File: src/rtl/masked_xor_pipe_pkg.sv
// Shared helpers for the masked XOR pipeline: share slicing and mask reduction.
// Latency: n/a (package only).
// Backpressure: n/a (package only).
package masked_xor_pipe_pkg;

  // Upper bounds for the generic mask reduction below; WIDTH <= 32, SHARES <= 16.
  localparam int MAX_WIDTH    = 32;
  localparam int MAX_SHARES   = 16;
  localparam int MAX_RND_BITS = MAX_WIDTH * MAX_SHARES;

  typedef logic [MAX_WIDTH-1:0] share_vec_t;

  // LSB position of share idx inside a packed share vector.
  function automatic int share_lo(input int idx, input int width);
    return idx * width;
  endfunction

  // Total bits of a packed vector holding `shares` shares of `width` bits.
  function automatic int vec_bits(input int width, input int shares);
    return width * shares;
  endfunction

  // XOR of the first nsh width-bit shares of rnd, returned in the low `width` bits.
  function automatic share_vec_t share_xor_all(input logic [MAX_RND_BITS-1:0] rnd,
                                               input int width, input int nsh);
    share_vec_t acc;
    acc = '0;
    for (int s = 0; s < MAX_SHARES; s++) begin
      for (int b = 0; b < MAX_WIDTH; b++) begin
        if (s < nsh && b < width) acc[b] = acc[b] ^ rnd[s*width + b];
      end
    end
    return acc;
  endfunction

endpackage

File: src/rtl/masked_xor_pipe_if.sv
// Handshake bundle for masked_xor_pipe: operand input, randomness feed, result output.
// Latency: n/a (wires only).
// Backpressure: valid/ready on each of the three channels.
//   master: producer/consumer side (drives operands, rnd, out_ready)
//   slave : the pipeline (drives in_ready, rnd_ready, out_valid, out_sh)
interface masked_xor_pipe_if #(
  parameter int WIDTH  = 8,
  parameter int SHARES = 2
);
  logic                        in_valid;
  logic                        in_ready;
  logic [SHARES*WIDTH-1:0]     a_sh;
  logic [SHARES*WIDTH-1:0]     b_sh;
  logic [(SHARES-1)*WIDTH-1:0] rnd;
  logic                        rnd_valid;
  logic                        rnd_ready;
  logic                        out_valid;
  logic                        out_ready;
  logic [SHARES*WIDTH-1:0]     out_sh;

  modport master (
    output in_valid, a_sh, b_sh, rnd, rnd_valid, out_ready,
    input  in_ready, rnd_ready, out_valid, out_sh
  );

  modport slave (
    input  in_valid, a_sh, b_sh, rnd, rnd_valid, out_ready,
    output in_ready, rnd_ready, out_valid, out_sh
  );
endinterface

File: src/rtl/masked_xor_pipe_refresh_stage.sv
// Output register of the masked XOR pipe, optionally re-masking with fresh randomness.
// Latency: 1 cycle from S1 to out_sh.
// Backpressure: loads only when output is free (or draining) and randomness is available.
// Ports: clk/rst; s1_v/s1_dat from stage 1; rnd/rnd_valid/rnd_ready randomness feed;
//   out_valid/out_ready/out_sh result; rnd_cnt saturating refresh count; load = S2 loads now.
// Build option MASKED_XOR_REFRESH_EN enables the refresh; otherwise plain register.
module masked_xor_pipe_refresh_stage
  import masked_xor_pipe_pkg::*;
#(
  parameter int WIDTH  = 8,
  parameter int SHARES = 2,
  parameter int CNT_W  = 16
) (
  input  logic                        clk,
  input  logic                        rst,
  input  logic                        s1_v,
  input  logic [SHARES*WIDTH-1:0]     s1_dat,
  input  logic [(SHARES-1)*WIDTH-1:0] rnd,
  input  logic                        rnd_valid,
  output logic                        rnd_ready,
  input  logic                        out_ready,
  output logic                        out_valid,
  output logic [SHARES*WIDTH-1:0]     out_sh,
  output logic [CNT_W-1:0]            rnd_cnt,
  output logic                        load
);

  logic                    ref_ok;
  logic [SHARES*WIDTH-1:0] nxt_sh;

`ifdef MASKED_XOR_REFRESH_EN
  logic [WIDTH-1:0] mask_all;

  assign ref_ok    = rnd_valid;
  assign rnd_ready = load;
  assign mask_all  = WIDTH'(share_xor_all(MAX_RND_BITS'(rnd), WIDTH, SHARES-1));

  // Shares 0..SHARES-2 take their own mask; the last share takes the XOR of all
  // masks so the masks cancel and the unmasked value is preserved.
  always_comb begin
    nxt_sh = s1_dat;
    for (int i = 0; i < SHARES-1; i++) begin
      nxt_sh[share_lo(i, WIDTH) +: WIDTH] =
        s1_dat[share_lo(i, WIDTH) +: WIDTH] ^ rnd[share_lo(i, WIDTH) +: WIDTH];
    end
    nxt_sh[share_lo(SHARES-1, WIDTH) +: WIDTH] =
      s1_dat[share_lo(SHARES-1, WIDTH) +: WIDTH] ^ mask_all;
  end

  always_ff @(posedge clk) begin
    if (rst) begin
      rnd_cnt <= '0;
    end else if (load && (rnd_cnt != {CNT_W{1'b1}})) begin
      rnd_cnt <= rnd_cnt + 1'b1;
    end
  end
`else
  logic unused_rnd;

  assign ref_ok     = 1'b1;
  assign rnd_ready  = 1'b0;
  assign rnd_cnt    = '0;
  assign nxt_sh     = s1_dat;
  assign unused_rnd = ^{rnd, rnd_valid};
`endif

  // Gated by rst so no handshake is reported while the pipe is being cleared.
  assign load = !rst && s1_v && (!out_valid || out_ready) && ref_ok;

  // out_sh comes only from a register: no combinational path from rnd or operands.
  always_ff @(posedge clk) begin
    if (rst) begin
      out_valid <= 1'b0;
      out_sh    <= '0;
    end else if (load) begin
      out_valid <= 1'b1;
      out_sh    <= nxt_sh;
    end else if (out_ready) begin
      out_valid <= 1'b0;
    end
  end

endmodule

File: src/rtl/masked_xor_pipe.sv
// Pipelined share-wise XOR of two Boolean-masked operands with optional re-masking.
// Latency: 2 cycles in->out without stalls; 1 result per cycle.
// Backpressure: S1 holds while S2 is blocked; in_ready drops only when S1 is full and stuck.
// Ports: clk, rst (sync, active-high); bus (slave modport: in/rnd/out handshakes);
//   rnd_cnt = number of refreshes performed, saturating.
// Build option MASKED_XOR_REFRESH_EN: refresh S2 with rnd; undefined: plain S2 register.
module masked_xor_pipe
  import masked_xor_pipe_pkg::*;
#(
  parameter int WIDTH  = 8,
  parameter int SHARES = 2,
  parameter int CNT_W  = 16
) (
  input  logic                clk,
  input  logic                rst,
  masked_xor_pipe_if.slave    bus,
  output logic [CNT_W-1:0]    rnd_cnt
);

  localparam int VEC_W = vec_bits(WIDTH, SHARES);

  logic             s1_v;
  logic [VEC_W-1:0] s1_dat;
  logic             s2_load;

  // Accept when S1 is empty or is handing its beat to S2 in this same cycle.
  assign bus.in_ready = !rst && (!s1_v || s2_load);

  // Bitwise XOR of the packed vectors keeps share i paired with share i only.
  always_ff @(posedge clk) begin
    if (rst) begin
      s1_v   <= 1'b0;
      s1_dat <= '0;
    end else if (bus.in_valid && bus.in_ready) begin
      s1_v   <= 1'b1;
      s1_dat <= bus.a_sh ^ bus.b_sh;
    end else if (s2_load) begin
      s1_v   <= 1'b0;
    end
  end

  masked_xor_pipe_refresh_stage #(
    .WIDTH  (WIDTH),
    .SHARES (SHARES),
    .CNT_W  (CNT_W)
  ) u_s2 (
    .clk       (clk),
    .rst       (rst),
    .s1_v      (s1_v),
    .s1_dat    (s1_dat),
    .rnd       (bus.rnd),
    .rnd_valid (bus.rnd_valid),
    .rnd_ready (bus.rnd_ready),
    .out_ready (bus.out_ready),
    .out_valid (bus.out_valid),
    .out_sh    (bus.out_sh),
    .rnd_cnt   (rnd_cnt),
    .load      (s2_load)
  );

endmodule

File: src/flat_wrapper.sv
// flat-port wrapper written by rule: the top's interface ports become plain ports
module masked_xor_pipe_flat import masked_xor_pipe_pkg::*;
#(
  parameter int WIDTH  = 8,
  parameter int SHARES = 2,
  parameter int CNT_W  = 16
)
  (clk, rst, rnd_cnt, bus_in_valid, bus_a_sh, bus_b_sh, bus_rnd, bus_rnd_valid, bus_out_ready, bus_in_ready, bus_rnd_ready, bus_out_valid, bus_out_sh);
  masked_xor_pipe_if #(.WIDTH(WIDTH), .SHARES(SHARES)) bus_i ();
  input  logic clk;
  input  logic rst;
  output logic [CNT_W-1:0] rnd_cnt;
  input wire logic [$bits(bus_i.in_valid)-1:0] bus_in_valid;
  input wire logic [$bits(bus_i.a_sh)-1:0] bus_a_sh;
  input wire logic [$bits(bus_i.b_sh)-1:0] bus_b_sh;
  input wire logic [$bits(bus_i.rnd)-1:0] bus_rnd;
  input wire logic [$bits(bus_i.rnd_valid)-1:0] bus_rnd_valid;
  input wire logic [$bits(bus_i.out_ready)-1:0] bus_out_ready;
  output wire logic [$bits(bus_i.in_ready)-1:0] bus_in_ready;
  output wire logic [$bits(bus_i.rnd_ready)-1:0] bus_rnd_ready;
  output wire logic [$bits(bus_i.out_valid)-1:0] bus_out_valid;
  output wire logic [$bits(bus_i.out_sh)-1:0] bus_out_sh;
  assign bus_i.in_valid = bus_in_valid;
  assign bus_i.a_sh = bus_a_sh;
  assign bus_i.b_sh = bus_b_sh;
  assign bus_i.rnd = bus_rnd;
  assign bus_i.rnd_valid = bus_rnd_valid;
  assign bus_i.out_ready = bus_out_ready;
  assign bus_in_ready = bus_i.in_ready;
  assign bus_rnd_ready = bus_i.rnd_ready;
  assign bus_out_valid = bus_i.out_valid;
  assign bus_out_sh = bus_i.out_sh;
  masked_xor_pipe #(.WIDTH(WIDTH), .SHARES(SHARES), .CNT_W(CNT_W)) u_core (.clk(clk), .rst(rst), .bus(bus_i), .rnd_cnt(rnd_cnt));
endmodule
File: config.mk
export PLATFORM = sky130hd
export DESIGN_NAME = masked_xor_pipe_flat
export DESIGN_NICKNAME = d
export VERILOG_FILES = /design/src/rtl/masked_xor_pipe_pkg.sv /design/src/rtl/masked_xor_pipe_if.sv /design/src/rtl/masked_xor_pipe_refresh_stage.sv /design/src/rtl/masked_xor_pipe.sv /design/src/flat_wrapper.sv
export SDC_FILE = /design/constraint.sdc
export NUM_CORES = 1
export LEC_CHECK = 0
export BUFFER_PORTS_ARGS = -buffer_cell sky130_fd_sc_hd__buf_2
export CAP_MARGIN = 10
export CELL_PAD_IN_SITES_DETAIL_PLACEMENT = 2
export CELL_PAD_IN_SITES_GLOBAL_PLACEMENT = 2
export CORE_MARGIN = 4
export CORE_UTILIZATION = 29
export DETAILED_ROUTE_END_ITERATION = 7
export PLACE_DENSITY = 0.93
export RECOVER_POWER = 25
export SLEW_MARGIN = 20
export SYNTH_ARGS = -nofsm -noshare
export SYNTH_HDL_FRONTEND = slang
export SYNTH_SLANG_ARGS = --single-unit
File: constraint.sdc
create_clock -name clk -period 3.7 [get_ports clk]
set_input_delay 0.555 -clock clk [delete_from_list [all_inputs] [get_ports clk]]
set_output_delay 0.555 -clock clk [all_outputs]
set_load 0.02 [all_outputs]
==> flow_metrics.env <==
export IMPL_clock_sinks=34
export IMPL_syn2layout_area_growth_pct=18.74
export IMPL_fin_crit_sh=0.6940
export IMPL_hold_class="reg -> reg"
export IMPL_maxCapViolations=0
export IMPL_p_int_uw=603.0
export IMPL_fin_area_mm2=0.001958
export IMPL_drt_total_wl_um=3570
export IMPL_io_pins=80
export IMPL_wl_per_cell_um=13.03
export IMPL_synthDistinctLibCells=20
export IMPL_fp_coreArea_mm2=0.005507
export IMPL_tns_ns=0
export IMPL_maxSlewHeadroom=0.04188
export IMPL_start_util=0.2995
export IMPL_die_h_um=83.41
export IMPL_worstPathArrival_ns=2.01
export IMPL_p_clk_frac=0.341
export IMPL_combPwrFrac=0.160
export IMPL_cpLargestDelayFamily="buffers and inverters"
export IMPL_critPathBufInv=3
export IMPL_rsz0062_at_grt="no"
export IMPL_cts_buffers_inserted=5
export IMPL_clock_root_buffer="clkbuf_8"
export IMPL_drc=0
export IMPL_synth_top_family_by_area="multiplexers"
export IMPL_cts_tree="done"
export IMPL_finalSetupViolCount=0
export IMPL_crit_required_ns=3.14
export IMPL_grt_util_all_layers=0.1057
export IMPL_clk_pin_slew_worst_paths_ns=0.07
export IMPL_dp_cells=266
export IMPL_num_vias=1131
export IMPL_avgViaCountPerCell=4.128
export IMPL_worstSetupStartpointType="input port"
export IMPL_ys_seq_area_frac=0.4127
export IMPL_final_cell_mix="42 x buf_2, 34 x dfxtp_1, 17 x conb_1"
export IMPL_critPathMaxFanout=37
export IMPL_crit_top_cell="buf_2"
export IMPL_synthAdderAreaFrac=0
export IMPL_io_buffers=53
export IMPL_synth_mux_area_frac=0.2291
export IMPL_netlist_area_mm2=0.001649
export IMPL_syn_instance_count=149
export IMPL_first_iter_violations=8
export IMPL_max_slew_worst_pin_slew_ns=1.437
export IMPL_dr_pass1_iters=2
export IMPL_r2r_cells=3
export IMPL_final_common_cell="buf_2"
export IMPL_antenna_found_initial=0
export IMPL_postCtsSetupBuffers=0
export IMPL_htreeDepth=2
export IMPL_path_cells="buf_2 > clkbuf_1 > a21oi_1 > buf_2"
export IMPL_cp_slowest_stage_delay_ns=1.04
export IMPL_layout_drive_gt1_share=0.3317
export IMPL_fin_nets=246
export IMPL_grt_pass1_vias=1230
export IMPL_ant_nets=0
export IMPL_drv_slew=0
export IMPL_overflow=0
export IMPL_cts_resized=0
export IMPL_powerDensity_mw_per_mm2=415.6
export IMPL_netSwitchingFraction=0.2589
export IMPL_layout_min_cycle_time_ns=2.568
export IMPL_status="completed"
export IMPL_ys_seq_elements=34
export IMPL_grt_pass1_wl_um=5796
export IMPL_die_w_um=83.41
export IMPL_total_power_uw=813.8
export IMPL_whs_path_depth=2
export IMPL_fmax_ghz=0.3895
export IMPL_postPlaceCellArea_mm2=0.001884
export IMPL_dp_hpwl_um=2674
export IMPL_grt_max_degree=38
export IMPL_end_kind="output pin"
export IMPL_final_util=0.3556
export IMPL_critPathKind="in -> out"
export IMPL_power_share_sequential=0.498
export IMPL_fin_skew_ns=0.003269
export IMPL_cellLeakagePower_nw=0.9455
export IMPL_synth_xor_area_frac=0.08498
export IMPL_clkLatencyLatePin_ns=0.28
export IMPL_slowest_stage="clkbuf_1"
export IMPL_std_cell_rows=27
export IMPL_clock_path_buffers=2
export IMPL_power_switching_uw=210.7
export IMPL_synth_warning_count=0
export IMPL_final_cell_count_no_fill=274
export IMPL_path_depth=4
export IMPL_yosys_area_share_simple=0.1396
export IMPL_gp_congestion=0.6589
export IMPL_final_hold_viol_count=0
export IMPL_ir_worst_vdd_mv=0.1266
export IMPL_cts_hold_repair_buffers=0
export IMPL_synth_compound_area_frac=0.01517
export IMPL_die_area_mm2=0.006957
export IMPL_syn_avg_cell_area_um2=11.07
export IMPL_diodes=0
[power by group through the flow]
| stage | registers [mW] | clock network, mW | logic (mW) |
|---|---|---|---|
| after floorplan | 0.422 | 0 | 0.0981 |
| after global placement | 0.412 | 0 | 0.130 |
| after detailed placement | 0.414 | 0 | 0.135 |
| after CTS | 0.406 | 0.293 | 0.135 |
| after global routing | 0.409 | 0.310 | 0.144 |
| final | 0.406 | 0.278 | 0.130 |
[worst register-to-register path, cell delays in order, from the launching register on]
cell,delay [ns]
dfxtp_1,0.35
nor2b_4,0.20
or3b_1,0.75
mux2_2,0.42
[Yosys cell counts, drive strengths merged]
cell,n,area share
conb,1,0.0023
buf,22,0.11
nor2,2,0.0046
dfxtp,34,0.41
xnor2,16,0.085
or3b,1,0.0053
nor2b,17,0.069
clkbuf,3,0.0068
mux2i,16,0.097
a211o,1,0.0061
mux2,16,0.13
nand2b,16,0.061
o21ai,1,0.0030
a21oi,2,0.0061
inv,1,0.0023
[layer usage]
layer  up-vias  part of all wire  track usage  wire length, um
li1        547                 -            -                -
met1       541              0.36       0.1057             1278
met2        38              0.57       0.2034             2028
met3         5             0.056      0.02877              199
met4         0             0.018      0.04386               63
met5         -                 0            0                0
[per-stage QoR]
step	setup WS (ns)	hold WS, ns
detailed placement	1.525	0.4772
floorplan	1.922	0.4495
global placement	1.575	0.4601
global route	0.8943	0.5029
finish	1.132	0.4820
CTS	1.796	0.4890
[state kept, by name, indices dropped and copies added, names as in the netlist]
signal                 cells
u_core.s1_dat             16
u_core.u_s2.out_sh        16
u_core.s1_v                1
u_core.u_s2.out_valid      1
[worst paths after layout]
| kind | from | end | slack (ns) |
|---|---|---|---|
| setup reg to reg | u_core.u_s2.out_valid | u_core.u_s2.out_sh[15] | 1.86 |
| setup / recovery | rst | bus_in_ready | 1.13 |
| hold reg to reg | u_core.s1_dat[5] | u_core.s1_dat[5] | 0.48 |
| hold / removal | u_core.s1_dat[5] | u_core.s1_dat[5] | 0.48 |
[layout make-up]
class	instances	area, um^2
well taps	72	90.09
inverters	1	3.754
clock inverters	1	5.005
flip-flops and latches	34	680.7
repair buffers	54	255.2
clock buffers	7	86.33
fillers	633	3548
multi-input cells	105	837.1
[cell families after synthesis]
logic type | Yosys count
other | 1
AND/OR/NAND/NOR | 36
buffers and inverters | 26
flip-flops | 34
AO/OA/AOI/OAI | 4
XOR/XNOR | 16
multiplexers | 32
Note: power is estimated with default switching activity, not from simulation.
